==> src/rtl/fetch_line_buffer.sv <==
// Single-line instruction fetch buffer: serves 32-bit words from one buffered
// 128-bit line and refills it from slow memory on a miss via start/rdy handshake.
module fetch_line_buffer #(
  parameter int ADDR_WIDTH     = 32,
  parameter int LINE_BYTES     = 16,
  parameter int TIMEOUT_CYCLES = 255
) (
  input  logic                  clk,
  input  logic                  reset,
  input  logic                  cpu_req,
  input  logic [ADDR_WIDTH-1:0] cpu_pc,
  output logic                  cpu_ready,
  output logic                  cpu_valid,
  output logic [31:0]           cpu_instr,
  output logic                  cpu_fault,
  input  logic                  flush,
  output logic                  imem_read_start,
  output logic [ADDR_WIDTH-1:0] imem_address,
  input  logic [127:0]          imem_data,
  input  logic                  imem_read_rdy,
  output logic [31:0]           hit_count,
  output logic [31:0]           miss_count
);

  localparam int OFF = $clog2(LINE_BYTES);
  localparam int TAGW = ADDR_WIDTH - OFF;
  localparam int TW = (TIMEOUT_CYCLES > 0) ? $clog2(TIMEOUT_CYCLES + 1) : 1;
  localparam logic [TW-1:0] TMAX = TW'(TIMEOUT_CYCLES);

  localparam logic [0:0] IDLE = 1'b0;
  localparam logic [0:0] WAIT = 1'b1;

  logic [0:0]      state;
  logic            line_valid;
  logic [TAGW-1:0] tag;
  logic [127:0]    line;
  logic [TAGW-1:0] pend_tag;
  logic [1:0]      word_sel;
  logic            flush_pending;
  logic [TW-1:0]   timer;

  logic            accept;
  logic            hit;
  logic [TAGW-1:0] pc_tag;
  logic [1:0]      pc_word;

  always_comb begin
    cpu_ready = (state == IDLE);
    accept    = cpu_req && cpu_ready;
    pc_tag    = cpu_pc[ADDR_WIDTH-1:OFF];
    pc_word   = cpu_pc[3:2];
    // A same-cycle flush turns a would-be hit into a miss.
    hit       = line_valid && (tag == pc_tag) && !flush;
  end

  always_ff @(posedge clk) begin
    if (reset) begin
      state           <= IDLE;
      line_valid      <= 1'b0;
      tag             <= '0;
      line            <= '0;
      pend_tag        <= '0;
      word_sel        <= '0;
      flush_pending   <= 1'b0;
      timer           <= '0;
      cpu_valid       <= 1'b0;
      cpu_instr       <= '0;
      cpu_fault       <= 1'b0;
      imem_read_start <= 1'b0;
      imem_address    <= '0;
      hit_count       <= '0;
      miss_count      <= '0;
    end else begin
      cpu_valid       <= 1'b0;
      cpu_fault       <= 1'b0;
      imem_read_start <= 1'b0;
      case (state)
        IDLE: begin
          if (flush) line_valid <= 1'b0;
          if (accept) begin
            if (cpu_pc[1:0] != 2'b00) begin
              cpu_fault <= 1'b1;
            end else if (hit) begin
              cpu_valid <= 1'b1;
              cpu_instr <= line[{pc_word, 5'b0} +: 32];
              hit_count <= hit_count + 32'd1;
            end else begin
              pend_tag        <= pc_tag;
              word_sel        <= pc_word;
              imem_read_start <= 1'b1;
              imem_address    <= {pc_tag, {OFF{1'b0}}};
              miss_count      <= miss_count + 32'd1;
              timer           <= '0;
              flush_pending   <= 1'b0;
              state           <= WAIT;
            end
          end
        end
        WAIT: begin
          timer <= timer + 1'b1;
          if (flush) flush_pending <= 1'b1;
          // rdy takes priority over a coinciding timeout.
          if (imem_read_rdy) begin
            line       <= imem_data;
            tag        <= pend_tag;
            line_valid <= !(flush_pending || flush);
            cpu_valid  <= 1'b1;
            cpu_instr  <= imem_data[{word_sel, 5'b0} +: 32];
            state      <= IDLE;
          end else if (TIMEOUT_CYCLES != 0 && timer == TMAX) begin
            cpu_fault  <= 1'b1;
            line_valid <= 1'b0;
            state      <= IDLE;
          end
        end
        default: state <= IDLE;
      endcase
    end
  end

endmodule

==> config.mk <==
export PLATFORM = sky130hd
export DESIGN_NAME = fetch_line_buffer
export DESIGN_NICKNAME = d
export VERILOG_FILES = /design/src/rtl/fetch_line_buffer.sv
export SDC_FILE = /design/constraint.sdc
export NUM_CORES = 1
export LEC_CHECK = 0
export CELL_PAD_IN_SITES_DETAIL_PLACEMENT = 1
export CELL_PAD_IN_SITES_GLOBAL_PLACEMENT = 1
export CORE_ASPECT_RATIO = 0.75
export CORE_MARGIN = 5
export CORE_UTILIZATION = 35
export DETAILED_ROUTE_END_ITERATION = 6
export GPL_TIMING_DRIVEN = 0
export PLACE_DENSITY = 0.87
export SLEW_MARGIN = 20
export SYNTH_ARGS = -nofsm -noshare
export SYNTH_HDL_FRONTEND = slang
export SYNTH_SLANG_ARGS = --single-unit
==> constraint.sdc <==
create_clock -name clk -period 2.9 [get_ports clk]
set_input_delay 0.58 -clock clk [delete_from_list [all_inputs] [get_ports clk]]
set_output_delay 0.58 -clock clk [all_outputs]
set_load 0.005 [all_outputs]
Yosys cells after proc, flatten, opt, wreduce, memory -nomap -nowiden:

Index checks and enable logic that the tools add are counted.

* flip-flop bits (word level): 296
* bits of input ports: 165
* output and inout bits: 132
* word-level logic and storage cells: 81

* add/sub/neg operators: 3
* eq/ne operators: 10
* shift-type cells: 2
* muxes and demuxes: 34
* bitwise operators: 3
* reduce and logical (&&, ||, !) cells: 15

Operators by type and width (number)
* $shiftx 128x8->32: 2
* $mux 32: 4
* $add 32x1->32 const B: 2
* $pmux 32 s2: 1
* $eq 28x28->1: 1
* $mux 8: 3
* $mux 1: 20
* $pmux 8 s2: 1
* $reduce_and 4->1: 4
* $pmux 1 s2: 5
* $add 8x1->8 const B: 1
* $eq 8x8->1 const B: 1
* $ne 2x2->1 const B: 4
* $ne 2x1->1 const B: 3
* $reduce_and 2->1: 2
* $logic_and 1x1->1: 3
* $ne 3x2->1 const B: 1
* $not 1->1: 3
* $reduce_and 3->1: 1
* $logic_not 1->1: 2
* $reduce_bool 2->1: 1
* $reduce_or 2->1: 1
* $logic_or 1x1->1: 1

Logic depth before layout (Yosys ltp):

Gate-level depths: netlist (run 1).

* word-level depth: 7
* mapped depth: 9

Least setup slack after synthesis (run 1):

Ideal clock, no wire load.

* path kind: input-to-reg
* from: input cpu_pc[30]
* to: register pend_tag[9]
* library setup time: 0.128 ns
* arrival time: 2.202 ns
* setup slack: 0.570 ns
* stages on the path: 8
* path buffers: 2
* cell sequence: xor2_1 -> nor4_1 -> nand2_1 -> o31ai_1 -> buf_2 -> buf_2 -> mux2i_1 -> nor2_1

* word-level cells in the longest chain between the ends: 5

Ends and longest elaborated chain
* start: declaration: RTL line 11 `input logic [ADDR_WIDTH-1:0] cpu_pc,`
* $eq 28x28->1: RTL line 53 `hit = line_valid && (tag == pc_tag) && !flush;`
* $logic_and 1x1->1 (2 in a row): RTL line 53
* $not 1->1 (no line)
* $reduce_and 4->1 (no line)
* end signal: assignment: RTL line 88 `pend_tag <= pc_tag;`
* end: declaration: RTL line 37 `logic [TAGW-1:0] pend_tag;`

Every way passes these cells.
A chain may end at the register's enable or synchronous reset.

Worst setup path in the final report (run 1):

* from: register state
* to: output cpu_ready

* word-level cells in the longest chain between the ends: 1

Ends and longest elaborated chain
* start: declaration: RTL line 33 `logic [0:0] state;`
* start signal: assignment: RTL line 58 `state <= IDLE;`
* start signal: assignment: RTL line 95 `state <= WAIT;`
* start signal: assignment: RTL line 109 `state <= IDLE;`
* $not 1->1 (no line)
* end: declaration: RTL line 12 `output logic cpu_ready,`

Every way passes these cells.

==> flow_summary.yaml, run 1 <==
run_status:
  status: "completed"
clock_tree:
  clock-sinks: 296
  clkTransAtPathRegs_ns: 0.06
  cts_tree: "done"
  clock_path_buffers: 3
  cts_made_buffers: 34
  clk_latency_ns: 0.54
  htreeDepth: 2
  root_buffer: "clkbuf_16"
timing:
  final.setup_skew_ns: 0.0328
  fin_crit_sh_pct: 96.2
  max_freq_mhz: 358
  tightest_slew_ns: 1.05
  hold_viol: 0
  fin_crit_ns: 2.79
  setup_violations: 0
  maxSlewViolCount: 0
  relSlewSlack_pct: 30.1
pwr:
  irDropWorstVdd_uv: 329
  p_per_area_nw_per_um2: 513
  power_w: 0.00928
  p_leak_nw: 6.24
synthesis:
  synth_seq_cells: 296
  synthTopCellsByCount: "nand2_1 (347), dfxtp_1 (296), a21oi_1 (210), nor2_1 (83), clkbuf_1 (82)"
  synthCells: 1496
  synth_seq_area_share_pct: 44.4
  synth_edf_count: 0
  synth_area_um2: 13300
  synth.area.top_cells: "dfxtp_1 (44%), mux4_2 (11%), nand2_1 (9.8%)"
  syn_avg_cell_area_um2: 8.92
  synth_warnings: 0
  synth-main-ff-cell: "dfxtp_1"
  synth_cell_type_count: 59
  yosysMostFrequentCell: "nand2_1"
  post-synth-top-area-cell: "dfxtp_1"
  synth_top_area_share_pct: 44.4
  async_flop_share_pct: 0
floorplan:
  initial_utilization_pct: 35.2
  core_region_area_um2: 37900
  rows: 62
  fp.dieW_um: 235
  pin_count: 297
  fp.dieH_um: 179
  dieArea_um2: 42200
placed_design:
  gp_congestion: 0.854
  hpwl_mm: 39.5
  dp.cells: 2300
  numPortBuffers: 289
setup_path:
  cpPeakStageDelay_ns: 0.65
  critPathKind: "reg2out"
  crit_required_ns: 2.32
  rrSetupSlack_ns: 0.18
  startpoint_type: "flop"
  cp-end-kind: "output pin"
  cp_max_fo: 18
  worst_path_max_delay_cell: "clkdlybuf4s50_1"
  crit_chain: "clkbuf_1 -> inv_2 -> clkdlybuf4s50_1"
  critPathArrivalTime_ns: 2.21
global_routing:
  met2_usage_pct: 41.6
  use_met3_pct: 4.12
  track_usage_pct: 24.3
  grt_pass1_vias: 14000
  overflow: 0
  grt_util_met1_pct: 31.2
  grt_pass1_wl_mm: 81.1
  grt_antenna_before_repair: 4
  top_usage_layer: "met2"
  grt_max_degree: 19
route:
  wire_per_inst_um: 22.7
  vias: 13200
  totalWireLength_mm: 53.6
  first_pass_iters: 5
  drc: 0
  drtIter0Drc: 979
  ant_nets: 0
  vias_per_cell: 5.58
finish:
  fin_nets: 1993
  layout-drive-gt1-share_pct: 9.20
  area_delta_synth_final_pct: 35.7
  stdcell_count: 2363
run:
  cap_violations: 0
min_path:
  hold_class: "reg2reg"
## sequential cells by signal, indices dropped and copies added (netlist names), 2 cells and up
register,cells
line,128
cpu_instr,32
hit_count,32
miss_count,32
pend_tag,28
tag,28
timer,8
word_sel,2
## cell families after synthesis
group / synth area share [%]
AOI/OAI and AO/OA: 13.4
xor gates and xnor gates: 2.17
buffers and inverters: 4.20
adders and majority gates: 0.281
muxes: 15.6
DFF: 44.4
and+or+nand+nor: 19.9
other: 0.0281
## worst max-delay path, delay by kind of cell, from the launching register on
kind | cells | cell delay (ns)
buffers and inverters | 3 | 1.38
flip-flops | 1 | 0.30
## layer usage
layer | wire length [um] | up-vias
li1 | - | 5940
met1 | 22600 | 6647
met2 | 26100 | 496
met3 | 3120 | 114
met4 | 1740 | 0
met5 | 0 | -
## final cells by class
type / count / area, um^2
inverters: 19 / 71.3
clock inverters: 5 / 46.3
flip-flops and latches: 296 / 5930
plain buffers: 115 / 502
multi-input cells: 1068 / 6970
diodes: 4 / 10.0
well taps: 512 / 641
fillers: 4349 / 19800
clock buffers: 53 / 1030
repair buffers: 291 / 2910
## final timing paths
path               endpoint  cells past startpoint       from
hold / removal    line[102]                      2  line[102]
setup reg to reg  line[120]                      7      state
setup / recovery  cpu_ready                      3      state
hold reg to reg   line[102]                      2  line[102]
## metrics by stage
step / area, um^2 / setup TNS, ns / hold slack (ns) / setup slack, ns / util, %
floorplan: 13400 / 0 / 0.433 / 0.570 / -
global placement: 16900 / -79.02 / 0.439 / -0.857 / 44.5
detailed placement: 16900 / -88.34 / 0.448 / -0.863 / 44.5
CTS: 18000 / 0 / 0.457 / 0.00387 / 47.5
global route: 18100 / -0.00126 / 0.470 / -0.00126 / 47.7
finish: 18100 / 0 / 0.456 / 0.109 / 47.7
## cells in the final DEF (no fill, tap or decap), types with 9 or more instances in the layout
master,count
inv_1,18
a211oi_1,33
mux4_2,64
nand4_1,13
or3_1,35
nand3_1,23
dfxtp_1,296
mux2i_1,64
clkbuf_1,88
and3_1,9
o31ai_1,16
clkbuf_8,11
nand2_1,346
buf_2,13
clkbuf_16,34
or4_1,14
xor2_1,27
clkdlybuf4s50_1,289
nor2_1,83
buf_4,9
o21ai_0,35
a21oi_1,210
## power breakdown
part           internal, W  total (W)  switching, W  leakage [nW]
combinational     0.000430   0.000872      0.000442          3.32
clock              0.00245    0.00424       0.00179         0.528
sequential         0.00413    0.00417     0.0000394          2.39
total              0.00701    0.00928       0.00227          6.24
## repair_timing
| action | in CTS | in global routing |
|---|---|---|
| pin swaps | 1 | 1 |
| setup buffers | 1 | 1 |
| endpoints found under the hold margin | 0 | 0 |
| setup endpoints to repair | 79 | 92 |
| resized for setup | 8 | 16 |
| hold buffers | 0 | 0 |
No activity file was read; power rests on OpenSTA's default activity.
==> run 2, diff against run 1 <==
- CAP_MARGIN: default -> 40
==> run 2 against run 1 <==
Non-clock buffer count up 6. Total power is 4.2% higher. Cell area rose by 0.87%. First-iteration DRC count increased by 1.3%.
==> flow_summary.yaml, run 2 (same netlist as run 1, synthesis figures left out) <==
timing:
  fin_crit_sh_pct: 98.2
  final.setup_skew_ns: 0.0149
  setup_violations: 0
  tightest_slew_ns: 0.884
  hold_viol: 0
  maxSlewViolCount: 0
  max_freq_mhz: 351
  relSlewSlack_pct: 41.0
  fin_crit_ns: 2.85
  whs_ns: 0.457
floorplan:
  initial_utilization_pct: 35.2
  pin_count: 297
  fp.dieW_um: 235
  core_region_area_um2: 37900
  rows: 62
  dieArea_um2: 42200
  fp.dieH_um: 179
clock_tree:
  root_buffer: "clkbuf_16"
  htreeDepth: 1
  cts_tree: "done"
  clock_path_buffers: 3
  cts_made_buffers: 31
  clock-sinks: 296
  cts_hold_buffers: 0
  clkTransAtPathRegs_ns: 0.06
  clk_latency_ns: 0.58
run:
  cap_violations: 0
finish:
  nFillCells: 4373
  finish.instance_area_um2: 18300
  area_delta_synth_final_pct: 36.9
  fin_util_pct: 48.1
  fin_nets: 1996
  largest_register_ffs: 128
  top_register: "line"
  stdcell_count: 2371
  final_common_cell: "nand2_1"
  layout_common_cells: "nand2_1 (346), dfxtp_1 (296), clkdlybuf4s50_1 (289), a21oi_1 (210), nor2_1 (83)"
  layout-drive-gt1-share_pct: 9.77
route:
  vias: 13100
  drc: 0
  wire_per_inst_um: 22.6
  ant_nets: 0
  vias_per_cell: 5.54
  drtIter0Drc: 992
  first_pass_iters: 5
  totalWireLength_mm: 53.6
setup_path:
  critPathKind: "in2reg"
  rrSetupSlack_ns: 0.20
  startpoint_type: "input pin"
  crit_required_ns: 3.33
  critPathArrivalTime_ns: 3.28
  cp-end-kind: "flop"
  cp_max_fo: 10
global_routing:
  grt_antenna_before_repair: 5
  overflow: 0
  track_usage_pct: 24.1
  grt_pass1_vias: 14000
  grt_max_degree: 16
  grt_pass1_wl_mm: 80.8
run_status:
  status: "completed"
placed_design:
  numPortBuffers: 289
  placed_area_um2: 16900
  gp_congestion: 0.854
  hpwl_mm: 40.1
  dp.cells: 2305
pwr:
  p_leak_nw: 6.32
  irDropWorstVdd_uv: 476
  p_per_area_nw_per_um2: 529
min_path:
  hold_class: "reg2reg"
## run 2: timing repair
action	in CTS	in global routing
hold endpoints to repair	0	0
pin swaps	0	1
resized for setup	7	14
setup buffers	0	1
endpoints found under the setup margin	57	109
## run 2: cell type report
| cell class | instances | area (um^2) | share of cell area (%) |
|---|---|---|---|
| multi-input cells | 1068 | 6950 | 38.0 |
| flip-flops and latches | 296 | 5930 | 32.4 |
| repair buffers | 297 | 2980 | 16.3 |
| clock buffers | 40 | 880 | 4.82 |
| clock inverters | 18 | 304 | 1.66 |
| plain buffers | 115 | 504 | 2.76 |
| inverters | 19 | 71.3 | 0.391 |
| diodes | 6 | 15.0 | 0.0822 |
| well taps | 512 | 641 | 3.51 |
## run 2: power breakdown
| part | switching (W) | internal [W] |
|---|---|---|
| combinational | 0.000445 | 0.000435 |
| clock | 0.00177 | 0.00285 |
| sequential | 0.0000396 | 0.00413 |
## run 2: path summary, 6_finish.rpt
| path | from | to | cells past startpoint |
|---|---|---|---|
| setup / recovery | cpu_pc[4] | pend_tag[15] | 9 |
| hold / removal | line[115] | line[115] | 2 |
| hold reg to reg | line[115] | line[115] | 2 |
| setup reg to reg | state | miss_count[24] | 9 |
## run 2: per-layer routing
layer / vias up / wire [um] / part of all wire (%) / track usage [%]
met5: - / 0 / 0 / 0
met4: 0 / 1810 / 3.4 / 9.21
met3: 113 / 3210 / 6.0 / 4.12
met2: 477 / 26000 / 48 / 40.9
met1: 6586 / 22600 / 42 / 31.1
li1: 5953 / - / - / -
## run 2: critical path: stages
cell and delay, ns:
clkdlybuf4s50_1 0.48, xor2_1 0.21, nor4_2 0.40, nand3_1 0.27, o31ai_1 0.41, clkbuf_4 0.32
buf_4 0.27, mux2i_1 0.25, nor2_1 0.07
## run 2: stage by stage
step | total power [W] | setup WS [ns] | setup TNS [ns]
floorplan | 0.00460 | 0.570 | 0
global placement | 0.00508 | -0.857 | -79.02
detailed placement | 0.00511 | -0.883 | -91.19
CTS | 0.00973 | -0.00639 | -0.00913
global route | 0.00997 | -0.0986 | -0.718
finish | 0.00967 | 0.0508 | 0
